### config.mk
export PLATFORM = sky130hd
export DESIGN_NAME = drive_sequencer
export DESIGN_NICKNAME = d
export VERILOG_FILES = /design/src/rtl/car_mode_pkg.sv /design/src/rtl/cycle_timer.sv /design/src/rtl/drive_sequencer.sv
export SDC_FILE = /design/constraint.sdc
export NUM_CORES = 1
export LEC_CHECK = 0
export ABC_CLOCK_PERIOD_IN_PS = 5900
export CORE_MARGIN = 2
export CORE_UTILIZATION = 50
export DETAILED_ROUTE_END_ITERATION = 8
export DONT_BUFFER_PORTS = 1
export GPL_TIMING_DRIVEN = 1
export SLEW_MARGIN = 40
export SYNTH_ARGS = -nofsm -noshare
export SYNTH_HDL_FRONTEND = slang
export SYNTH_SLANG_ARGS = --single-unit
### constraint.sdc
create_clock -name clk -period 5.9 [get_ports clk]
set_input_delay 0.59 -clock clk [delete_from_list [all_inputs] [get_ports clk]]
set_output_delay 0.59 -clock clk [all_outputs]
set_load 0.02 [all_outputs]
### src/rtl/car_mode_pkg.sv
// Shared drive-mode definitions for the line-following car.
// Used by drive_sequencer and the motor driver, so the numeric mode codes
// here are part of the external interface and must not be renumbered.
//   car_mode_e : 5-bit drive mode encoding
//   ACT_*      : two-bit junction actions stored in the route plan
//   max3       : helper for sizing counters from several parameters
package car_mode_pkg;

    typedef enum logic [4:0] {
        MODE_IDLE         = 5'd0,
        MODE_START        = 5'd1,
        MODE_COUNT        = 5'd2,
        MODE_STRAIGHT     = 5'd3,
        MODE_CHOOSE       = 5'd4,
        MODE_LEFT         = 5'd5,
        MODE_RIGHT        = 5'd6,
        MODE_BACK         = 5'd7,
        MODE_LITTLE_LEFT  = 5'd8,
        MODE_LITTLE_RIGHT = 5'd9,
        MODE_FINISH       = 5'd29,
        MODE_STOP         = 5'd30,
        MODE_ERROR        = 5'd31
    } car_mode_e;

    localparam logic [1:0] ACT_STRAIGHT = 2'd0;
    localparam logic [1:0] ACT_LEFT     = 2'd1;
    localparam logic [1:0] ACT_RIGHT    = 2'd2;
    localparam logic [1:0] ACT_BACK     = 2'd3;

    function automatic int unsigned max3(input int unsigned a,
                                         input int unsigned b,
                                         input int unsigned c);
        int unsigned m;
        m = (a > b) ? a : b;
        return (m > c) ? m : c;
    endfunction

endpackage

### src/rtl/cycle_timer.sv
// Down-counting cycle timer shared by the COUNT phase and the turn states.
//   clk, rst   : clock, synchronous active-high reset
//   load_i     : load value_i (has priority over counting)
//   value_i    : number of further cycles to count after the load cycle
//   enable_i   : count down this cycle; low freezes the timer
//   expired_o  : high while the count is zero
module cycle_timer #(
    parameter int W = 8
) (
    input  logic         clk,
    input  logic         rst,
    input  logic         load_i,
    input  logic [W-1:0] value_i,
    input  logic         enable_i,
    output logic         expired_o
);

    logic [W-1:0] count_q;
    logic [W-1:0] count_d;

    // Saturates at zero so a long wait for the line never wraps the count.
    always_comb begin
        count_d = count_q;
        if (load_i) begin
            count_d = value_i;
        end else if (enable_i && (count_q != '0)) begin
            count_d = count_q - W'(1);
        end
    end

    always_ff @(posedge clk) begin
        if (rst) begin
            count_q <= '0;
        end else begin
            count_q <= count_d;
        end
    end

    assign expired_o = (count_q == '0);

endmodule

### src/rtl/drive_sequencer.sv
// Top-level drive sequencer: start-up countdown, line tracking, junction
// actions from a fixed route plan, obstacle pause and lost-line detection.
//   clk, rst   : 100 MHz clock, synchronous active-high reset
//   start      : start button (synchronized, debounced); rising edge acts
//   sensor     : line sensors {left,mid,right}, 1 = line seen
//   obstacle   : too-close flag (synchronized)
//   mode       : registered drive mode (car_mode_e code)
//   lastMode   : registered previous distinct mode
module drive_sequencer
    import car_mode_pkg::*;
#(
    parameter int unsigned COUNT_CYCLES = 100_000_000,
    parameter int unsigned TURN_CYCLES  = 30_000_000,
    parameter int unsigned BACK_CYCLES  = 60_000_000,
    parameter int unsigned LOST_CYCLES  = 50_000_000,
    parameter logic [31:0] PLAN         = 32'h0,
    parameter int unsigned PLAN_LEN     = 4
) (
    input  logic       clk,
    input  logic       rst,
    input  logic       start,
    input  logic [2:0] sensor,
    input  logic       obstacle,
    output logic [4:0] mode,
    output logic [4:0] lastMode
);

    localparam int TMR_W  = $clog2(max3(COUNT_CYCLES, TURN_CYCLES, BACK_CYCLES) + 1);
    localparam int LOST_W = $clog2(LOST_CYCLES + 1);

    // Timer reloads are one less than the dwell time: the entry cycle itself
    // counts as the first cycle spent in the timed state.
    localparam logic [TMR_W-1:0]  COUNT_LD  = TMR_W'(COUNT_CYCLES - 1);
    localparam logic [TMR_W-1:0]  TURN_LD   = TMR_W'(TURN_CYCLES - 1);
    localparam logic [TMR_W-1:0]  BACK_LD   = TMR_W'(BACK_CYCLES - 1);
    localparam logic [LOST_W-1:0] LOST_MAX  = LOST_W'(LOST_CYCLES);
    localparam logic [LOST_W-1:0] LOST_LAST = LOST_W'(LOST_CYCLES - 1);
    localparam logic [4:0]        PLAN_END  = 5'(PLAN_LEN);

    car_mode_e         state_q, state_d;
    car_mode_e         saved_q, saved_d;
    car_mode_e         last_q, last_d;
    logic [4:0]        idx_q, idx_d;
    logic [LOST_W-1:0] lost_q, lost_d;
    logic              start_prev_q;
    logic              start_rise;
    logic              tmr_load;
    logic [TMR_W-1:0]  tmr_val;
    logic              tmr_en;
    logic              tmr_exp;
    logic [1:0]        plan_act;

    assign start_rise = start & ~start_prev_q;
    assign plan_act   = PLAN[{idx_q[3:0], 1'b0} +: 2];
    // STOP is not in this list, which is what freezes a paused turn.
    assign tmr_en     = (state_q == MODE_COUNT) || (state_q == MODE_LEFT) ||
                        (state_q == MODE_RIGHT) || (state_q == MODE_BACK);

    cycle_timer #(
        .W(TMR_W)
    ) u_timer (
        .clk      (clk),
        .rst      (rst),
        .load_i   (tmr_load),
        .value_i  (tmr_val),
        .enable_i (tmr_en),
        .expired_o(tmr_exp)
    );

    always_comb begin
        state_d  = state_q;
        saved_d  = saved_q;
        idx_d    = idx_q;
        lost_d   = lost_q;
        tmr_load = 1'b0;
        tmr_val  = '0;

        unique case (state_q)
            MODE_IDLE: begin
                if (start_rise) state_d = MODE_START;
            end
            MODE_START: begin
                state_d  = MODE_COUNT;
                tmr_load = 1'b1;
                tmr_val  = COUNT_LD;
            end
            MODE_COUNT: begin
                if (tmr_exp) begin
                    state_d = MODE_STRAIGHT;
                    idx_d   = '0;
                    lost_d  = '0;
                end
            end
            MODE_STRAIGHT, MODE_LITTLE_LEFT, MODE_LITTLE_RIGHT: begin
                if (sensor == 3'b000) begin
                    lost_d = (lost_q == LOST_MAX) ? lost_q : lost_q + LOST_W'(1);
                end else begin
                    lost_d = '0;
                end
                case (sensor)
                    3'b010:         state_d = MODE_STRAIGHT;
                    3'b110, 3'b100: state_d = MODE_LITTLE_LEFT;
                    3'b011, 3'b001: state_d = MODE_LITTLE_RIGHT;
                    3'b111:         state_d = MODE_CHOOSE;
                    3'b000: begin
                        if (lost_q >= LOST_LAST) state_d = MODE_ERROR;
                    end
                    default: ;  // 101: ambiguous reading, keep steering as is
                endcase
            end
            MODE_CHOOSE: begin
                if (sensor != 3'b111) begin
                    idx_d = idx_q + 5'd1;
                    if (idx_q + 5'd1 == PLAN_END) begin
                        state_d = MODE_FINISH;
                    end else begin
                        tmr_load = 1'b1;
                        tmr_val  = TURN_LD;
                        case (plan_act)
                            ACT_STRAIGHT: state_d = MODE_STRAIGHT;
                            ACT_LEFT:     state_d = MODE_LEFT;
                            ACT_RIGHT:    state_d = MODE_RIGHT;
                            default: begin
                                state_d = MODE_BACK;
                                tmr_val = BACK_LD;
                            end
                        endcase
                    end
                end
            end
            MODE_LEFT, MODE_RIGHT, MODE_BACK: begin
                if (tmr_exp && sensor[1]) state_d = MODE_STRAIGHT;
            end
            MODE_STOP: begin
                if (!obstacle) state_d = saved_q;
            end
            MODE_FINISH, MODE_ERROR: begin
                if (start_rise) state_d = MODE_IDLE;
            end
            default: state_d = MODE_IDLE;
        endcase

        // Obstacle overrides any transition chosen above; the junction is not
        // consumed and the turn timer is not reloaded.
        if (obstacle && ((state_q == MODE_STRAIGHT) || (state_q == MODE_CHOOSE) ||
                         (state_q == MODE_LITTLE_LEFT) || (state_q == MODE_LITTLE_RIGHT) ||
                         (state_q == MODE_LEFT) || (state_q == MODE_RIGHT) ||
                         (state_q == MODE_BACK))) begin
            state_d  = MODE_STOP;
            saved_d  = state_q;
            idx_d    = idx_q;
            tmr_load = 1'b0;
        end

        last_d = (state_d != state_q) ? state_q : last_q;
    end

    always_ff @(posedge clk) begin
        if (rst) begin
            state_q      <= MODE_IDLE;
            saved_q      <= MODE_IDLE;
            last_q       <= MODE_IDLE;
            idx_q        <= '0;
            lost_q       <= '0;
            start_prev_q <= 1'b0;
        end else begin
            state_q      <= state_d;
            saved_q      <= saved_d;
            last_q       <= last_d;
            idx_q        <= idx_d;
            lost_q       <= lost_d;
            start_prev_q <= start;
        end
    end

    assign mode     = state_q;
    assign lastMode = last_q;

endmodule

==> results_dict.tcl <==
set metrics [dict create \
    run_status "finished clean" \
    hpwl_mm 6.69 \
    fp.dieW_um 94.4 \
    cts_buffer_depth 2 \
    ctsResizeCount 0 \
    cts-root-buf "clkbuf_8" \
    cap_viol_max_count 0 \
    ir_worst_vdd_v 0.000220 \
    critPathRequiredTime_ps 6180 \
    power.density_nw_per_um2 437 \
    synth_seq_cells 74 \
    drtPass1Iterations 5 \
    post-place-cells 589 \
    routabilityCongestion 0.930 \
    hold_viol_final 0 \
    synth_edf_count 0 \
    cts_buffers 9 \
    p_total_mw 1.89 \
    ys_top_cells_by_count "dfxtp_1, nor2_1, nand2_1" \
    leakage_nw 1.55 \
    synthesis.area_um2 4090 \
    grt_use_met1_pct 29.3 \
    post_cts_buffers 0 \
    final_cells 604 \
    dieArea_um2 8920 \
    crit_buf_inv 0 \
    coreArea_um2 7810 \
    grt_max_degree 57 \
    wl_per_cell_um 15.9 \
    dieHeight_um 94.4 \
    htreeDepth 3 \
    skew_ps 8.17 \
    syn_avg_cell_area_um2 8.02 \
    routed-via-count 3602 \
    drc 0 \
    hold_path_class "in2reg" \
    async_flop_share_pct 0 \
    cp.arrival_ps 3920 \
    setup_total_negative_slack_ps 0 \
    drtIter0Drc 184 \
    tightestPinTransition_ps 798 \
    boundaryPins 17 \
    yosys.cell_types.count 60 \
    numPortBuffers 0 \
    timing.final.crit_share_pct 61.6 \
    syn2layout_area_growth_pct 5.81 \
    syn_nets 522 \
    cts_sinks 74 \
    critPathMaxFanout 18 \
    tritoncts "done" \
    ys.flop_type "dfxtp_1" \
    grtUsageTotal_pct 22.2 \
    antenna_cells 0 \
    fmax_mhz 275 \
    rsz0062_at_grt "false" \
    use_met3_pct 4.55 \
    finalSetupViolations 0 \
    clk_pin_slew_worst_paths_ps 80 \
    fin_crit_ps 3640 \
    nNetsFinal 510 \
    synth_top_area_cell "dfxtp_1" \
    critPathKind "reg2reg" \
    hold_buffers 0 \
    slew_violations 0 \
    synthTopCellsByArea "dfxtp_1, nor2_1, xor2_1" \
    synth.yosys.seq_area_share_pct 36.2 \
    antenna_found_initial 0 \
    grt_pass1_vias 3221 \
    slew_headroom_pct 46.7 \
    initial_core_util_pct 52.4 \
    gr-usage-met2_pct 36.1 \
    yosysTopAreaCellShare_pct 36.2 \
    grt_busiest_layer "met2" \
    synthCells 510 \
    overflow 0 \
    ant_nets 0 \
    viasPerCell 5.96 \
    cp_cell_sequence "nor3b_1 -> o21ai_0 -> o221ai_1 -> o22a_1 -> nor2_1 -> or4_4 -> nor4_4 -> mux2i_1" \
    cpPeakStageDelay_ps 820 \
    grt_pass1_wl_mm 15.6 \
    critPathLaunchType "flip-flop" \
    yosys_warnings 0 \
    critPathSlowestCell "dfxtp_1" \
    rows 32 \
    synth_most_common_cell "dfxtp_1" \
    insertion_delay_ps 350 \
    cp-end-kind "flip-flop" \
    post_route_cells_drive_above_1_share_pct 7.77 \
    cp_top_family "simple AND/OR/NAND/NOR gates" \
    wl_mm 9.58 \
]
==> report_power, final <==
group	switching [mW]	internal, mW	total, mW
sequential	0.127	0.593	0.720
clock	0.183	0.204	0.387
combinational	0.433	0.352	0.784
total	0.744	1.15	1.89
==> per-stage QoR <==
| step | worst slack (ps) | hold slack [ps] | util [%] | area [um^2] |
|---|---|---|---|---|
| floorplan | 2570 | 453 | - | 4090 |
| global placement | 2290 | 464 | 52.9 | 4130 |
| detailed placement | 2200 | 480 | 52.9 | 4130 |
| CTS | 2200 | 280 | 55.3 | 4320 |
| global route | 1960 | 272 | 55.4 | 4330 |
| finish | 2260 | 305 | 55.4 | 4330 |
==> worst paths after layout <==
check,startpoint,to,slack [ps],cells past startpoint
setup / recovery,mode[2],lastMode[1],2260,8
hold / removal,rst,u_timer.count_q[2],310,1
setup reg to reg,mode[2],lastMode[1],2260,8
hold reg to reg,idx_q[4],idx_q[4],480,2
==> kinds of logic after synthesis <==
| logic type | Yosys count | synth area share, % |
|---|---|---|
| compound gates | 109 | 16.7 |
| xor+xnor | 38 | 8.14 |
| fa+ha+maj | 5 | 1.53 |
| buf+inv | 37 | 3.40 |
| flops | 74 | 36.2 |
| mux | 11 | 2.69 |
| simple gates | 236 | 31.3 |
==> cell usage in the layout (no fill, tap or decap), drive strengths merged, types with 3 or more instances in the layout <==
cell type	Yosys	final
a31oi	10	10
nand2b	15	15
or4	8	8
o21ai	24	24
o31ai	4	4
nand3b	3	3
nor4	10	10
or4b	3	3
o41ai	4	4
nor2b	4	4
mux2i	11	11
or2	8	8
or3	12	12
nor3	19	19
xnor2	16	16
clkbuf	24	12
dfxtp	74	74
nand4	9	9
a211oi	3	3
xor2	22	22
nor2	64	64
inv	13	13
o22a	3	3
and4	3	3
o211ai	4	4
o21bai	3	3
a21oi	35	35
o22ai	3	3
and3	5	5
nand3	21	21
ha	5	5
nand2	43	43
==> flip-flops by register name (all words and copies together) (netlist names) <==
register         cells
start_prev_q         1
saved_q              5
lost_q              26
mode                 5
idx_q                5
u_timer.count_q     27
lastMode             5
==> worst register-to-register path, cell delays in order, from the launching register on <==
cell and delay (ps):
dfxtp_1 820, nor3b_1 680, o21ai_0 310, o221ai_1 340
o22a_1 220, nor2_1 60, or4_4 540, nor4_4 360
mux2i_1 230
==> layout make-up <==
cell class / count / area (um^2)
sequential: 74 / 1480
timing repair buffer: 1 / 7.51
clock buffer: 12 / 145
fill: 780 / 3480
clock inverter: 3 / 40.0
tap: 102 / 128
multi-input combinational: 399 / 2470
inverter: 13 / 48.8
==> routing by layer <==
layer / routed length, um / up-vias
met5: 0 / -
met4: 154 / 0
met3: 463 / 14
met2: 4470 / 92
met1: 4500 / 1685
li1: - / 1811
Power figures use the tool's default switching activity.
